File: config.mk
export PLATFORM = sky130hd
export DESIGN_NAME = dmem_store_buffer
export DESIGN_NICKNAME = d
export VERILOG_FILES = /design/src/rtl/dmem_pkg.sv /design/src/rtl/dmem_store_align.sv /design/src/rtl/dmem_store_buffer.sv
export SDC_FILE = /design/constraint.sdc
export NUM_CORES = 1
export LEC_CHECK = 0
export BUFFER_PORTS_ARGS = -buffer_cell sky130_fd_sc_hd__buf_4
export CORE_ASPECT_RATIO = 1.4
export CORE_UTILIZATION = 45
export CTS_CLUSTER_SIZE = 25
export DETAILED_ROUTE_END_ITERATION = 8
export PLACE_DENSITY = 0.75
export SYNTH_ARGS = -nofsm -noshare
export SYNTH_HDL_FRONTEND = slang
export SYNTH_HIERARCHICAL = 1
export SYNTH_SLANG_ARGS = --single-unit
File: constraint.sdc
create_clock -name clk -period 5.2 [get_ports clk]
set_input_delay 1.56 -clock clk [delete_from_list [all_inputs] [get_ports clk]]
set_output_delay 1.56 -clock clk [all_outputs]
set_load 0.01 [all_outputs]
File: src/rtl/dmem_pkg.sv
// dmem_pkg: shared func3 encodings, drain states and store-queue entry for the data-memory path
package dmem_pkg;
    localparam logic [2:0] F3_B = 3'b000;
    localparam logic [2:0] F3_H = 3'b001;
    localparam logic [2:0] F3_W = 3'b010;
    localparam logic [2:0] F3_D = 3'b011;
    localparam int ENTRY_AW = 64;

    typedef enum logic {IDLE, REQ} drain_t;

    typedef struct packed {
        logic [ENTRY_AW-1:0] addr;
        logic [63:0] wdata;
        logic [7:0] wstrb;
    } entry_t;
endpackage

File: src/rtl/dmem_store_align.sv
// dmem_store_align: converts a store request into a doubleword-aligned write with byte strobes
module dmem_store_align
    import dmem_pkg::*;
#(
    parameter int ADDR_W = 32
) (
    input  logic [2:0]        func3,
    input  logic [ADDR_W-1:0] addr,
    input  logic [63:0]       data,
    output logic [7:0]        wstrb,
    output logic [63:0]       wdata,
    output logic [ADDR_W-1:0] aaddr,
    output logic              err
);
    logic [1:0] sz;
    logic [7:0] mask;
    logic mis;

    always_comb begin
        sz = func3[1:0];
        mask = sz == F3_B[1:0] ? 8'h01 : sz == F3_H[1:0] ? 8'h03 : sz == F3_W[1:0] ? 8'h0F : 8'hFF;
        mis = sz == F3_H[1:0] ? addr[0] : sz == F3_W[1:0] ? |addr[1:0] : sz == F3_D[1:0] ? |addr[2:0] : 1'b0;
        err = func3[2] | mis;
        wstrb = mask << addr[2:0];
        wdata = data << {addr[2:0], 3'b000};
        aaddr = {addr[ADDR_W-1:3], 3'b000};
    end
endmodule

File: src/rtl/dmem_store_buffer.sv
// dmem_store_buffer: queues aligned RV64 stores and drains them to dmem over req/ack
module dmem_store_buffer
    import dmem_pkg::*;
#(
    parameter int ADDR_W = 32,
    parameter int DEPTH = 4
) (
    input  logic                     clk,
    input  logic                     rst,
    input  logic                     st_valid,
    output logic                     st_ready,
    input  logic [2:0]               st_func3,
    input  logic [ADDR_W-1:0]        st_addr,
    input  logic [63:0]              st_data,
    output logic                     st_err,
    output logic                     mem_req,
    input  logic                     mem_ack,
    output logic [ADDR_W-1:0]        mem_addr,
    output logic [63:0]              mem_wdata,
    output logic [7:0]               mem_wstrb,
    input  logic                     ld_check,
    input  logic [ADDR_W-1:0]        ld_addr,
    output logic                     ld_hazard,
    output logic                     sb_empty,
    output logic [$clog2(DEPTH):0]   sb_count
);
    localparam int PW = $clog2(DEPTH) + 1;
    localparam int IW = PW - 1;

    entry_t q [DEPTH];
    entry_t head;
    drain_t state;
    logic [PW-1:0] wr_ptr, rd_ptr, count, count_nxt;
    logic [7:0] a_wstrb;
    logic [63:0] a_wdata;
    logic [ADDR_W-1:0] a_addr;
    logic a_err, accept, push, pop;

    dmem_store_align #(.ADDR_W(ADDR_W)) u_align (
        .func3(st_func3),
        .addr(st_addr),
        .data(st_data),
        .wstrb(a_wstrb),
        .wdata(a_wdata),
        .aaddr(a_addr),
        .err(a_err)
    );

    assign count = wr_ptr - rd_ptr;
    assign st_ready = !rst && count != PW'(DEPTH);
    assign accept = st_valid && st_ready;
    assign push = accept && !a_err;
    assign pop = mem_req && mem_ack;
    assign count_nxt = count + PW'(push) - PW'(pop);
    assign head = q[rd_ptr[IW-1:0]];
    // head entry is held in the array until popped, so the bus stays stable without extra registers
    assign mem_addr = mem_req ? head.addr[ADDR_W-1:0] : '0;
    assign mem_wdata = mem_req ? head.wdata : '0;
    assign mem_wstrb = mem_req ? head.wstrb : '0;
    assign sb_empty = count == '0 && state == IDLE;
    assign sb_count = count;

    always_comb begin
        ld_hazard = 1'b0;
        for (int k = 0; k < DEPTH; k++)
            ld_hazard = ld_hazard | (ld_check && PW'(k) < count &&
                q[rd_ptr[IW-1:0] + IW'(k)].addr[ADDR_W-1:3] == ld_addr[ADDR_W-1:3]);
    end

    always_ff @(posedge clk) begin
        if (rst) begin
            wr_ptr <= '0;
            rd_ptr <= '0;
            state <= IDLE;
            mem_req <= 1'b0;
            st_err <= 1'b0;
        end else begin
            st_err <= accept && a_err;
            if (push) begin
                q[wr_ptr[IW-1:0]] <= '{addr: ENTRY_AW'(a_addr), wdata: a_wdata, wstrb: a_wstrb};
                wr_ptr <= wr_ptr + 1'b1;
            end
            if (pop)
                rd_ptr <= rd_ptr + 1'b1;
            if (state == IDLE) begin
                if (count != '0)
                    state <= REQ;
            end else if (!mem_req) begin
                mem_req <= 1'b1;
            end else if (mem_ack && count_nxt == '0) begin
                mem_req <= 1'b0;
                state <= IDLE;
            end
        end
    end
endmodule

Word level (Yosys, flattened, before mapping)
Memory sizes are Yosys's and may differ from the RTL's. A register that Yosys moved wholly into a read port is not among the register bits.
Cells that the tools add are included.
{"block": "totals", "regBits": 9, "mem_bits_rw": 404, "input_bits": 136, "elab_cells": 74, "memories": 1}
{"name": "q", "depth": 4, "width": 101, "read_ports": 4, "rd_clocked_by_memory_dff": 1, "write_ports": 1, "line_no": "dmem_store_buffer.sv:30", "text": "entry_t q [DEPTH];"}
{"block": "classes", "addsub": 8, "magnitude_cmp": 4, "n_eq_ne": 8, "n_shift": 2, "mux": 18, "n_bitwise": 5, "reduce_logical": 23}
{"operator": "$eq A29 B29 Y1", "n": 4}
{"operator": "$mux W64", "n": 1}
{"operator": "$shl A64 B6 Y64", "n": 1}
{"operator": "$mux W32", "n": 1}
{"operator": "$mux W8", "n": 4}
{"operator": "$logic_and A1 B1 Y1", "n": 15}
{"operator": "$mux W1", "n": 10}
{"operator": "$shl A8 B3 Y8", "n": 1}
{"operator": "$add A3 B1 Y3 const B", "n": 2}
{"operator": "$logic_not A3 Y1", "n": 2}
{"operator": "$lt A1 B3 Y1 const A", "n": 2}
{"operator": "$lt A2 B3 Y1 const A", "n": 2}
{"operator": "$add A2 B2 Y2 const B", "n": 2}
{"operator": "$eq A2 B2 Y1 const B", "n": 2}
{"operator": "$mux W2", "n": 2}
{"operator": "$or A1 B1 Y1", "n": 4}
{"operator": "$add A3 B1 Y3", "n": 1}
{"operator": "$ne A3 B3 Y1 const B", "n": 1}
{"operator": "$reduce_bool A3 Y1", "n": 1}
{"operator": "$reduce_or A3 Y1", "n": 1}
{"operator": "$sub A3 B1 Y3", "n": 1}
{"operator": "$sub A3 B3 Y3", "n": 1}
{"operator": "$add A2 B1 Y2 const B", "n": 1}
{"operator": "$eq A2 B1 Y1 const B", "n": 1}
{"operator": "other kinds (4)", "n": 5}

Longest topological paths before layout
{"block": "logic_depth", "depth_word": 14, "ltp_mapped": 15, "depth_no_buf": 14}

Hierarchy
Netlist, hierarchy kept.
{"mod": "dmem_store_buffer", "instances": 1, "cells_per_inst": 1054, "area_each_um2": 19919.1, "seq_area_each_um2": 12712.2}
{"mod": "dmem_store_align", "instances": 1, "cells_per_inst": 283, "area_each_um2": 2063.2, "seq_area_each_um2": 0.0}

Worst setup path after synthesis
Ideal clock, no wire load.
{"block": "synth_path", "path_type": "in2reg", "start": "in st_addr[0]", "end": "mem q[3][0] in the netlist's numbering, enable pin", "setup_time_ns": 0.476, "arrival_time_ns": 5.115, "setup_slack_ns": -0.392, "stages": 8, "n_path_buf": 4, "cell_sequence": "buf_6 buf_4 buf_2 o21ai_0 nand3b_1 and3b_1 clkbuf_1 and2_1"}
{"block": "synth_between", "elab_chain_cells": 10, "word_cells_on_any_way": 11}
{"item": "start, declared", "line_no": "dmem_store_buffer.sv:13", "text": "input logic [ADDR_W-1:0] st_addr,"}
{"item": "$reduce_or A3 Y1", "line_no": "dmem_store_align.sv:22", "text": "mis = sz == F3_H[1:0] ? addr[0] : sz == F3_W[1:0] ? |addr[1:0] : sz == F3_D[1:0] ? |addr[2:0] : 1'b0;"}
{"item": "$mux W1 (2 in series)", "line_no": "dmem_store_align.sv:22"}
{"item": "$mux W1 *", "line_no": "dmem_store_align.sv:22"}
{"item": "$or A1 B1 Y1 *", "line_no": "dmem_store_align.sv:23", "text": "err = func3[2] | mis;"}
{"item": "named net a_err", "line_no": "dmem_store_buffer.sv:37", "text": "logic a_err, accept, push, pop;"}
{"item": "$logic_not A1 Y1 *", "line_no": "dmem_store_buffer.sv:52", "text": "assign push = accept && !a_err;"}
{"item": "$logic_and A1 B1 Y1 *", "line_no": "dmem_store_buffer.sv:52"}
{"item": "$mux W1 *", "line_no": "dmem_store_buffer.sv:79", "text": "if (push) begin"}
{"item": "$mux W1 *", "line_no": "dmem_store_buffer.sv:71", "text": "if (rst) begin"}
{"item": "$mux W1 (not written as such) *", "line_no": "dmem_store_buffer.sv:80", "text": "q[wr_ptr[IW-1:0]] <= '{addr: ENTRY_AW'(a_addr), wdata: a_wdata, wstrb: a_wstrb};"}
{"item": "end, declared", "line_no": "dmem_store_buffer.sv:30"}
The timed path passes the listed nets; every way through them passes the cells marked *.

Final worst setup path
{"block": "layout_path", "start": "reg wr_ptr[0]", "end": "out ld_hazard"}
{"block": "layout_between", "elab_chain_cells": 7, "word_cells_on_any_way": 16}
{"item": "start, declared", "line_no": "dmem_store_buffer.sv:33", "text": "logic [PW-1:0] wr_ptr, rd_ptr, count, count_nxt;"}
{"item": "start signal, assigned", "line_no": "dmem_store_buffer.sv:81", "text": "wr_ptr <= wr_ptr + 1'b1;"}
{"item": "$sub A3 B3 Y3 *", "line_no": "dmem_store_buffer.sv:49", "text": "assign count = wr_ptr - rd_ptr;"}
{"item": "$lt A1 B3 Y1", "line_no": "dmem_store_buffer.sv:66", "text": "ld_hazard = ld_hazard | (ld_check && PW'(k) < count &&"}
{"item": "$logic_and A1 B1 Y1 (2 in series)", "line_no": "dmem_store_buffer.sv:66"}
{"item": "$or A1 B1 Y1 (2 in series)", "line_no": "dmem_store_buffer.sv:66"}
{"item": "$or A1 B1 Y1 *", "line_no": "dmem_store_buffer.sv:66"}
{"item": "end, declared", "line_no": "dmem_store_buffer.sv:23", "text": "output logic ld_hazard,"}
Mark *: on every way between the ends. The rest lies on a longest branch, timed or not.

==> results.ini <==
[critical_path]
critical_path_peak_fanout = 4
critPathLaunchType = flip-flop
critPathSlowestCell = fa_2
cpMostUsedCell = buf_4
end_kind = output pin
critPathArrivalTime_ns = 3.50
cp.required_ns = 3.64
crit_chain = inv_2 > ha_4 > fa_2 > inv_1 > ha_1 > a21oi_2 > o21ai_1 > or4_4 > nor4_2 > buf_4 > a311o_1 > buf_4
crit_type = flip-flop to output pin
max_stage_delay_ns = 0.63

[layout]
fillCellCount = 3879
drive_gt1_frac = 0.374
num-nets-final = 1683
area_growth_pct = 16.8

[route]
wl_per_cell_um = 26.2
wl_mm = 57.5
first_iter_violations = 1002
vias_per_cell = 5.94
ant_nets = 0
drc_errors = 0
first_pass_iters = 5
dr_total_vias = 13000

[yosys]
syn_area_um2 = 22000
synthTopCellsByArea = edfxtp_1, mux4_2, and2_1
yosys.area_share.simple = 0.0632
synth_xor_area_frac = 0.0453
synth_cells = 1337
synth_compound_area_frac = 0.0430
yosys_warnings = 6
synth_fa_ha_area_frac = 0.00751
synth_cell_types = 62
synth_ff_type = edfxtp_1
synth-edff-count = 416
synth_most_common_cell = edfxtp_1
async_reset_ff_frac = 0
postSynthAreaPerCell_um2 = 16.4
synth_top_cell_by_area = edfxtp_1
ys_seq_area_frac = 0.578
yosys-mux-area-fraction = 0.224
synth_top_area_frac = 0.568
ys_ff_latch = 427
ys_top_cells_by_count = edfxtp_1, mux4_2, and2_1
synth_top_family_by_area = multiplexers

[die]
core_um2 = 48100
dieArea_um2 = 49800
initial_core_util = 0.457
die_x_um = 189
io-pin-count = 248
die_y_um = 264
rows = 95

[sta]
setup-tns-final_ns = 0
finalSetupViolCount = 0
worst_slew_pin_slew_ns = 1.04
hold_violations = 0
fin_skew_ns = 0.0287
finalCritPeriodShare = 0.973
slew_viol_final = 0
slew_headroom = 0.307
rsz0062_at_grt = false
period_minus_slack_ns = 5.06
max_freq_ghz = 0.198

[placement]
gp_congestion = 0.959
port_buffers = 244
place_hpwl_mm = 40.1

[hold_path]
min_path_type = flip-flop to flip-flop

[clock_network]
htreeDepth = 2
numCtsBuffers = 41
clock_latency_ns = 0.56
cts_root_buffer = clkbuf_16
cts.path.max_buffers = 3
cts.sinks = 427
cts.clk_slew.worst_paths_ns = 0.06
tritoncts = done
postCtsHoldBufs = 0

[grt]
grt_pass1_vias = 13500
grt_max_degree = 103
grt_overflow = 0
grt.total_usage = 0.230
grt_pass1_wl_mm = 84.4
antenna_found_initial = 1

[power]
ir_worst_vdd_v = 0.000314
p_total_uw = 8480
p_leak_uw = 0.00860
power_density_nw_per_um2 = 330

[run]
drv_cap = 0

[status]
status = finished, final reports clean

report_power, final:
| group | internal, uW | total (uW) | switching [uW] |
|---|---|---|---|
| Combinational | 794 | 1640 | 845 |
| Sequential | 3830 | 3880 | 52.1 |
| Clock | 1700 | 2970 | 1270 |
final timing paths:
check | endpoint | depth (start not counted) | start | slack, ns
worst min-delay path | mem_req$_SDFFE_PP0P_ | 2 | state$_SDFF_PP0_ | 0.48
worst min register to register | mem_req$_SDFFE_PP0P_ | 2 | state$_SDFF_PP0_ | 0.48
worst max-delay path | ld_hazard | 12 | wr_ptr[0]$_SDFFE_PP0P_ | 0.14
worst max register to register | state$_SDFF_PP0_ | 15 | wr_ptr[0]$_SDFFE_PP0P_ | 1.55
flip-flops by register name, indices dropped and copies added, names as in the netlist, named ones only:
register and count:
q 416, wr_ptr 3, rd_ptr 3, st_err 1
state 1, mem_req 1
logic make-up (layout without fill, tap and decap cells):
family          Yosys count  in the layout
fa+ha+maj                12             12
mux                     266            266
flops                   427            427
other cells               1              4
buf+inv                 143            367
xor+xnor                112            112
simple gates            250            250
compound gates          126            126
layout make-up:
class	count	area, um2	area share
antenna	1	2.50	0.0000974
timing repair buffer	283	2280	0.0887
clock inverter	22	273	0.0106
tap	630	788	0.0307
clock buffer	49	1080	0.0419
sequential	427	12700	0.495
multi-input combinational	769	8490	0.331
inverter	13	48.8	0.00190
placed cells by master (no fill, tap or decap), types with 18 or more instances in the layout:
cell type	Yosys	layout
edfxtp_1	416	416
buf_4	44	271
mux4_2	177	177
and2_1	117	113
xor2_1	67	67
mux2i_1	60	60
nor2_1	55	55
xnor2_1	44	44
clkbuf_16	0	42
mux2_2	27	27
a211oi_1	26	26
o22ai_1	20	20
nor4_1	19	18
repair_timing:
action,CTS,global route
resized for setup,6,9
setup endpoints to repair,1,1
pin swaps,1,6
buffers inserted,1,3
routing by layer:
layer | wire (um) | GRT usage | vias up | part of all wire
met5 | 0 | 0 | - | 0
met4 | 2640 | 0.102 | 0 | 0.046
met3 | 3570 | 0.0351 | 108 | 0.062
met2 | 30300 | 0.413 | 561 | 0.53
met1 | 21000 | 0.270 | 6675 | 0.36
li1 | - | - | 5690 | -
critical path, delay by kind of cell, from the launching register on:
family                     cells  cell delay [ns]
DFF                            1             0.33
and+or+nand+nor                2             0.76
adders and majority gates      3             1.04
buffers and inverters          4             0.44
AOI/OAI and AO/OA              3             0.40
per-stage QoR:
stage	instances	worst slack [ns]	instance area (um2)	util	hold slack, ns
final	2194	0.138	25700	0.534	0.482
after global routing	2194	0.0167	25700	0.534	0.510
after CTS	2190	0.00807	25600	0.532	0.481
after detailed placement	2118	0.301	24200	0.503	0.476
after global placement	2118	0.341	24200	0.503	0.473
after floorplan	1339	0.726	22000	-	0.457
(Power assumes the default switching activity.)
